File: config.mk
export PLATFORM = sky130hd
export DESIGN_NAME = pc_gen_ras
export DESIGN_NICKNAME = d
export VERILOG_FILES = /design/src/rtl/pc_pkg.sv /design/src/rtl/ras_stack.sv /design/src/rtl/pc_gen_ras.sv
export SDC_FILE = /design/constraint.sdc
export NUM_CORES = 1
export LEC_CHECK = 0
export BUFFER_PORTS_ARGS = -buffer_cell sky130_fd_sc_hd__buf_2
export CAP_MARGIN = 20
export CORE_UTILIZATION = 45
export DETAILED_ROUTE_END_ITERATION = 6
export PLACE_DENSITY = 0.66
export SYNTH_ARGS = -nofsm -noshare
export SYNTH_HDL_FRONTEND = slang
export SYNTH_HIERARCHICAL = 1
export SYNTH_SLANG_ARGS = --single-unit
File: constraint.sdc
create_clock -name clk -period 7.67 [get_ports clk]
set_clock_uncertainty 0.1 [all_clocks]
set_input_delay 0.3835 -clock clk [delete_from_list [all_inputs] [get_ports clk]]
set_output_delay 0.3835 -clock clk [all_outputs]
set_load 0.05 [all_outputs]
File: src/rtl/pc_pkg.sv
// Shared fetch pre-decode definitions: opcodes, link registers, J-immediate extraction.
package pc_pkg;
    localparam logic [6:0] OP_JAL  = 7'b1101111;
    localparam logic [6:0] OP_JALR = 7'b1100111;
    localparam logic [4:0] REG_RA  = 5'd1;
    localparam logic [4:0] REG_T0  = 5'd5;

    // 21-bit signed J-type offset; bit 0 is always zero.
    function automatic logic [20:0] jimm(input logic [31:0] instr);
        return {instr[31], instr[19:12], instr[20], instr[30:21], 1'b0};
    endfunction

    function automatic logic is_link(input logic [4:0] r);
        return (r == REG_RA) || (r == REG_T0);
    endfunction
endpackage

File: src/rtl/ras_stack.sv
// Circular return-address stack; a push when full overwrites the oldest entry.
module ras_stack #(
    parameter int WIDTH     = 32,
    parameter int RAS_DEPTH = 4
) (
    input  logic                       clk,
    input  logic                       rst,
    input  logic                       clear_i,
    input  logic                       push_i,
    input  logic [WIDTH-1:0]           push_data_i,
    input  logic                       pop_i,
    output logic [WIDTH-1:0]           top_o,
    output logic [$clog2(RAS_DEPTH):0] count_o
);
    localparam int PW = $clog2(RAS_DEPTH);
    localparam int CW = PW + 1;

    logic [WIDTH-1:0] mem_q [RAS_DEPTH];
    logic [PW-1:0]    ptr_q, ptr_d, top_idx;
    logic [CW-1:0]    cnt_q, cnt_d;

    // ptr_q is the next free slot; the top lives one below it.
    assign top_idx = ptr_q - 1'b1;
    assign top_o   = mem_q[top_idx];
    assign count_o = cnt_q;

    always_comb begin
        ptr_d = ptr_q;
        cnt_d = cnt_q;
        if (clear_i) begin
            ptr_d = '0;
            cnt_d = '0;
        end else if (push_i) begin
            ptr_d = ptr_q + 1'b1;
            if (cnt_q != CW'(RAS_DEPTH)) cnt_d = cnt_q + 1'b1;
        end else if (pop_i && cnt_q != '0) begin
            ptr_d = ptr_q - 1'b1;
            cnt_d = cnt_q - 1'b1;
        end
    end

    always_ff @(posedge clk) begin
        if (rst) begin
            ptr_q <= '0;
            cnt_q <= '0;
        end else begin
            ptr_q <= ptr_d;
            cnt_q <= cnt_d;
        end
    end

    // Entry contents are not reset; count gates every use of them.
    always_ff @(posedge clk) begin
        if (!rst && !clear_i && push_i) mem_q[ptr_q] <= push_data_i;
    end
endmodule

File: src/rtl/pc_gen_ras.sv
// Fetch PC generator with JAL pre-decode and return-address-stack prediction.
module pc_gen_ras
    import pc_pkg::*;
#(
    parameter int               WIDTH     = 32,
    parameter int               RAS_DEPTH = 4,
    parameter logic [WIDTH-1:0] RESET_PC  = '0
) (
    input  logic                       clk,
    input  logic                       rst,
    input  logic                       StallF,
    input  logic [31:0]                InstrF,
    input  logic                       RedirectE,
    input  logic [WIDTH-1:0]           RedirectPCE,
    output logic [WIDTH-1:0]           PCF,
    output logic [WIDTH-1:0]           PCPlus4F,
    output logic                       PredTakenF,
    output logic [WIDTH-1:0]           PredTargetF,
    output logic                       FlushD,
    output logic [$clog2(RAS_DEPTH):0] RasCount
);
    logic [WIDTH-1:0] pc_q, pc_d;
    logic [WIDTH-1:0] jal_tgt, ras_top;
    logic [20:0]      joff;
    logic [6:0]       opcode;
    logic [4:0]       rd, rs1;
    logic [2:0]       funct3;
    logic             is_jal, is_call, is_ret, ras_hit, advance;

    assign opcode = InstrF[6:0];
    assign rd     = InstrF[11:7];
    assign funct3 = InstrF[14:12];
    assign rs1    = InstrF[19:15];
    assign joff   = jimm(InstrF);

    assign is_jal  = (opcode == OP_JAL);
    assign is_call = is_jal && is_link(rd);
    // Only the canonical "jalr x0, 0(ra|t0)" is treated as a return.
    assign is_ret  = (opcode == OP_JALR) && (funct3 == 3'b000) && (rd == 5'd0)
                     && is_link(rs1) && (InstrF[31:20] == 12'd0);
    assign ras_hit = is_ret && (RasCount != '0);

    assign jal_tgt  = pc_q + {{(WIDTH-21){joff[20]}}, joff};
    assign PCF      = pc_q;
    assign PCPlus4F = pc_q + WIDTH'(4);
    assign FlushD   = RedirectE;

    always_comb begin
        PredTakenF  = 1'b0;
        PredTargetF = PCPlus4F;
        if (is_jal) begin
            PredTakenF  = 1'b1;
            PredTargetF = jal_tgt;
        end else if (ras_hit) begin
            PredTakenF  = 1'b1;
            PredTargetF = ras_top;
        end
    end

    // A redirect discards the fetched instruction, so it must not touch the RAS.
    assign advance = !StallF && !RedirectE;

    always_comb begin
        pc_d = pc_q;
        if (RedirectE)    pc_d = RedirectPCE;
        else if (!StallF) pc_d = PredTargetF;
    end

    always_ff @(posedge clk) begin
        if (rst) pc_q <= RESET_PC;
        else     pc_q <= pc_d;
    end

    ras_stack #(
        .WIDTH     (WIDTH),
        .RAS_DEPTH (RAS_DEPTH)
    ) u_ras (
        .clk         (clk),
        .rst         (rst),
        .clear_i     (RedirectE),
        .push_i      (advance && is_call),
        .push_data_i (PCPlus4F),
        .pop_i       (advance && ras_hit),
        .top_o       (ras_top),
        .count_o     (RasCount)
    );
endmodule

==> impl_metrics.toml <==
[outcome]
run_status = "complete, no violations"

[yosys]
synthesis.nets = 968
synth_top_cells_by_area = "edfxtp_1, dfxtp_1, mux4_1"
synth_seq_cells = 165
synth.distinct_cells = 88
netlist_area_sq_um = 9730
synth_simple_gate_area_share_pct = 15.2
seq_area_frac_synth_pct = 47.1
synthesis.yosys.warnings = 6
synth_xor_xnor_area_share_pct = 4.89
avgSynthCellArea_sq_um = 11.3
post_synth_fa_ha_maj_area_fraction_pct = 4.91
syn_inst = 863
synth_top_family_by_area = "simple AND/OR/NAND/NOR gates"
synth.largest_area_cell = "edfxtp_1"
synthDominantCellAreaShare_pct = 39.5
share_of_synthesized_registers_carrying_an_async_set_or_reset_pct = 0
synth-compound-area-share_pct = 15.1
synthFlopType = "edfxtp_1"
yosys-mux-area-fraction_pct = 9.16
synth_enable_flop_cells = 128

[floorplan]
height_of_the_chip_microns = 149
die_w_microns = 149
row_cnt = 53
io_pins = 169
die_area_sq_um = 22200
initial_utilization_pct = 46.1
placeableCoreArea_sq_um = 21100

[drt]
wl_met1_microns = 12600
wl_microns = 30100
post-route-drc-count = 0
initialDrtViolationCount = 626
avgRoutedWirePerCell_microns = 23.2
wl_met2_microns = 14000
detail-route-antenna-nets = 0
detailroute.via_count = 7996
wl_met3_microns = 2590
dr.max_layer_used = "met4"
route.detailed.vias_per_inst = 6.16
drt-pass1-iter-count = 5

[clock_tree]
htree_num_levels = 4
clock_insertion_delay_worst_skew_ns = 0.44
tritoncts_clock_tree = "done"
worst_setup_hold_path_clk_slew_ns = 0.07
postCtsSetupRepairBufs = 0
clockRootBuffer = "clkbuf_16"
total_clock_sinks = 165
number_of_buffers_between_clock_root_and_the_deepest_sink = 2
count_of_cells_resized_by_post_cts_repair = 0
tritoncts.num_buffers = 17
postCtsHoldBufs = 0

[finish]
multi_input_comb_area_sq_um = 4810
num_antenna_cells = 0
nets = 1115
fin_cells = 1298
fillCellCount = 1910
sequential_cell_area_sq_um = 4590
area.growth.synth_to_final_pct = 16.9
final_layout_size_suffix_gt1_share_pct = 24.9

[setup_path]
cp-end-kind = "output pin"
worst-endpoint-required_ns = 7.19
cp.arrival_ns = 3.84
rrSetupSlack_ns = 4.13
path_class = "flop to output pin"
startpoint_type = "flop"
crit_path_max_fanout = 37

[placement]
place_congestion = 0.921
dp_cells = 1266
port_buffers = 168
placed_wire_length_estimate_after_detailed_placement_microns = 20900

[sta]
tns_ns = 0
fmax_mhz = 232
worst_slew_pin_slew_ns = 1.02
finalMaxSlewViolations = 0
period_share_pct = 56.3
setup_violations = 0
unrepaired_setup_endpoints_after_global_routing = "no"
hold_violations = 0
finalWorstPathRequiredPeriod_ns = 4.32
slew-limit-headroom_pct = 32.2

[global_routing]
grt_max_degree = 43
global_route_wire_length_before_repair_microns = 45400
initial_antenna_violation_count = 0
groute.usage.overall_pct = 28.0
number_of_global_route_vias_before_repair = 7601
global_route.overflow_total = 0

[min_path]
min-delay-path-class = "primary input to flop"

[pwr]
design_power_total_uw = 2320
p_leak_uw = 0.00457
power_density_nw_per_um2 = 204
max-vdd-ir-drop_uv = 139

[flow_run]
timing.max_cap.violations = 0
through the flow:
step | hold slack, ns | utilization, % | cell area (sq um) | setup WS, ns
finish | 0.0827 | 53.9 | 11400 | 3.35
detailed placement | 0.410 | 51.0 | 10800 | 3.79
global route | 0.0900 | 53.9 | 11400 | 3.13
global placement | 0.401 | 51.0 | 10800 | 3.80
floorplan | 0.368 | - | 9730 | 3.51
CTS | 0.0737 | 53.9 | 11400 | 3.28
synth_stat cells, drive strengths merged, types with 3 or more instances:
library cell	instances
nor3	21
o31a	4
a21boi	3
o21a	9
nor4	6
mux4	32
edfxtp	128
a31oi	8
a21o	17
nand2	89
and3	17
nand4	24
nor2b	4
dfxtp	37
mux2i	8
nand3	35
buf	26
a211oi	5
and2	5
clkbuf	27
ha	35
and4	9
a22o	3
xnor2	35
a211o	5
nand2b	9
nor2	42
o2bb2ai	3
or3	11
o211ai	15
inv	22
a311oi	5
a22oi	14
o21ai	46
a21oi	47
xor2	15
o31ai	4
a21bo	4
worst max-delay path: stages, from the launching register on:
cell and delay (ns):
dfxtp_2 0.32, buf_4 0.52, inv_1 0.16, ha_1 0.80
buf_4 0.43, mux4_1 0.34, a22o_1 0.22, a21oi_1 0.12
o41a_1 0.15, o21ai_0 0.10, buf_2 0.25
final timing paths:
path / from / to / cells past startpoint
worst min-delay path: RedirectPCE[0] / PCF[0] / 3
worst min register to register: u_ras/ptr_q[1] / u_ras/ptr_q[1] / 2
worst max-delay path: u_ras/ptr_q[0] / PredTargetF[19] / 10
worst max register to register: u_ras/ptr_q[0] / PCF[19] / 10
routing by layer:
| layer | track usage (%) | up-vias |
|---|---|---|
| met1 | 37.9 | 3913 |
| met4 | 11.1 | 0 |
| met3 | 5.93 | 55 |
| li1 | - | 3639 |
| met2 | 43.8 | 389 |
| met5 | 0 | - |
final cells by class:
| type | instances | area share (%) |
|---|---|---|
| Multi-Input combinational cell | 622 | 42.3 |
| Sequential cell | 165 | 40.3 |
| Timing Repair Buffer | 181 | 8.26 |
| Clock buffer | 17 | 3.74 |
| Tap cell | 275 | 3.03 |
| Clock inverter | 15 | 1.56 |
| Inverter | 23 | 0.759 |
placed cells by master, fill, tap and decap left out, drive strengths merged, types with 6 or more instances in the layout:
master  Yosys  layout
o21ai      46      46
o211ai     15      15
or3        11      11
nor4        6       6
nor3       21      21
xor2       15      15
clkbuf     27      17
and4        9       9
edfxtp    128     128
a21o       17      17
buf        26     181
inv        22      31
nand3      35      35
ha         35      35
mux2i       8       8
nor2       42      42
and3       17      17
nand2b      9       9
a22oi      14      14
o21a        9       9
a21oi      47      47
a31oi       8       8
mux4       32      32
xnor2      35      35
nand4      24      24
dfxtp      37      37
nand2      89      89
registers in the layout (all words and copies together) (netlist names):
register and cells:
PCF 32, u_ras/count_o 3, u_ras/mem_q 128, u_ras/ptr_q 2
cell families after synthesis:
| group | Yosys count |
|---|---|
| muxes | 41 |
| adders and majority gates | 37 |
| xor gates and xnor gates | 50 |
| buffers and inverters | 76 |
| AOI/OAI and AO/OA | 214 |
| DFF | 165 |
| and+or+nand+nor | 280 |
where the power goes:
part           total [uW]  internal, uW  leakage [uW]  switching [uW]
combinational         438           123       0.00285             315
sequential           1000           976       0.00143            27.2
clock                 879           468      0.000290             411
No activity file was read; power rests on OpenSTA's default activity.
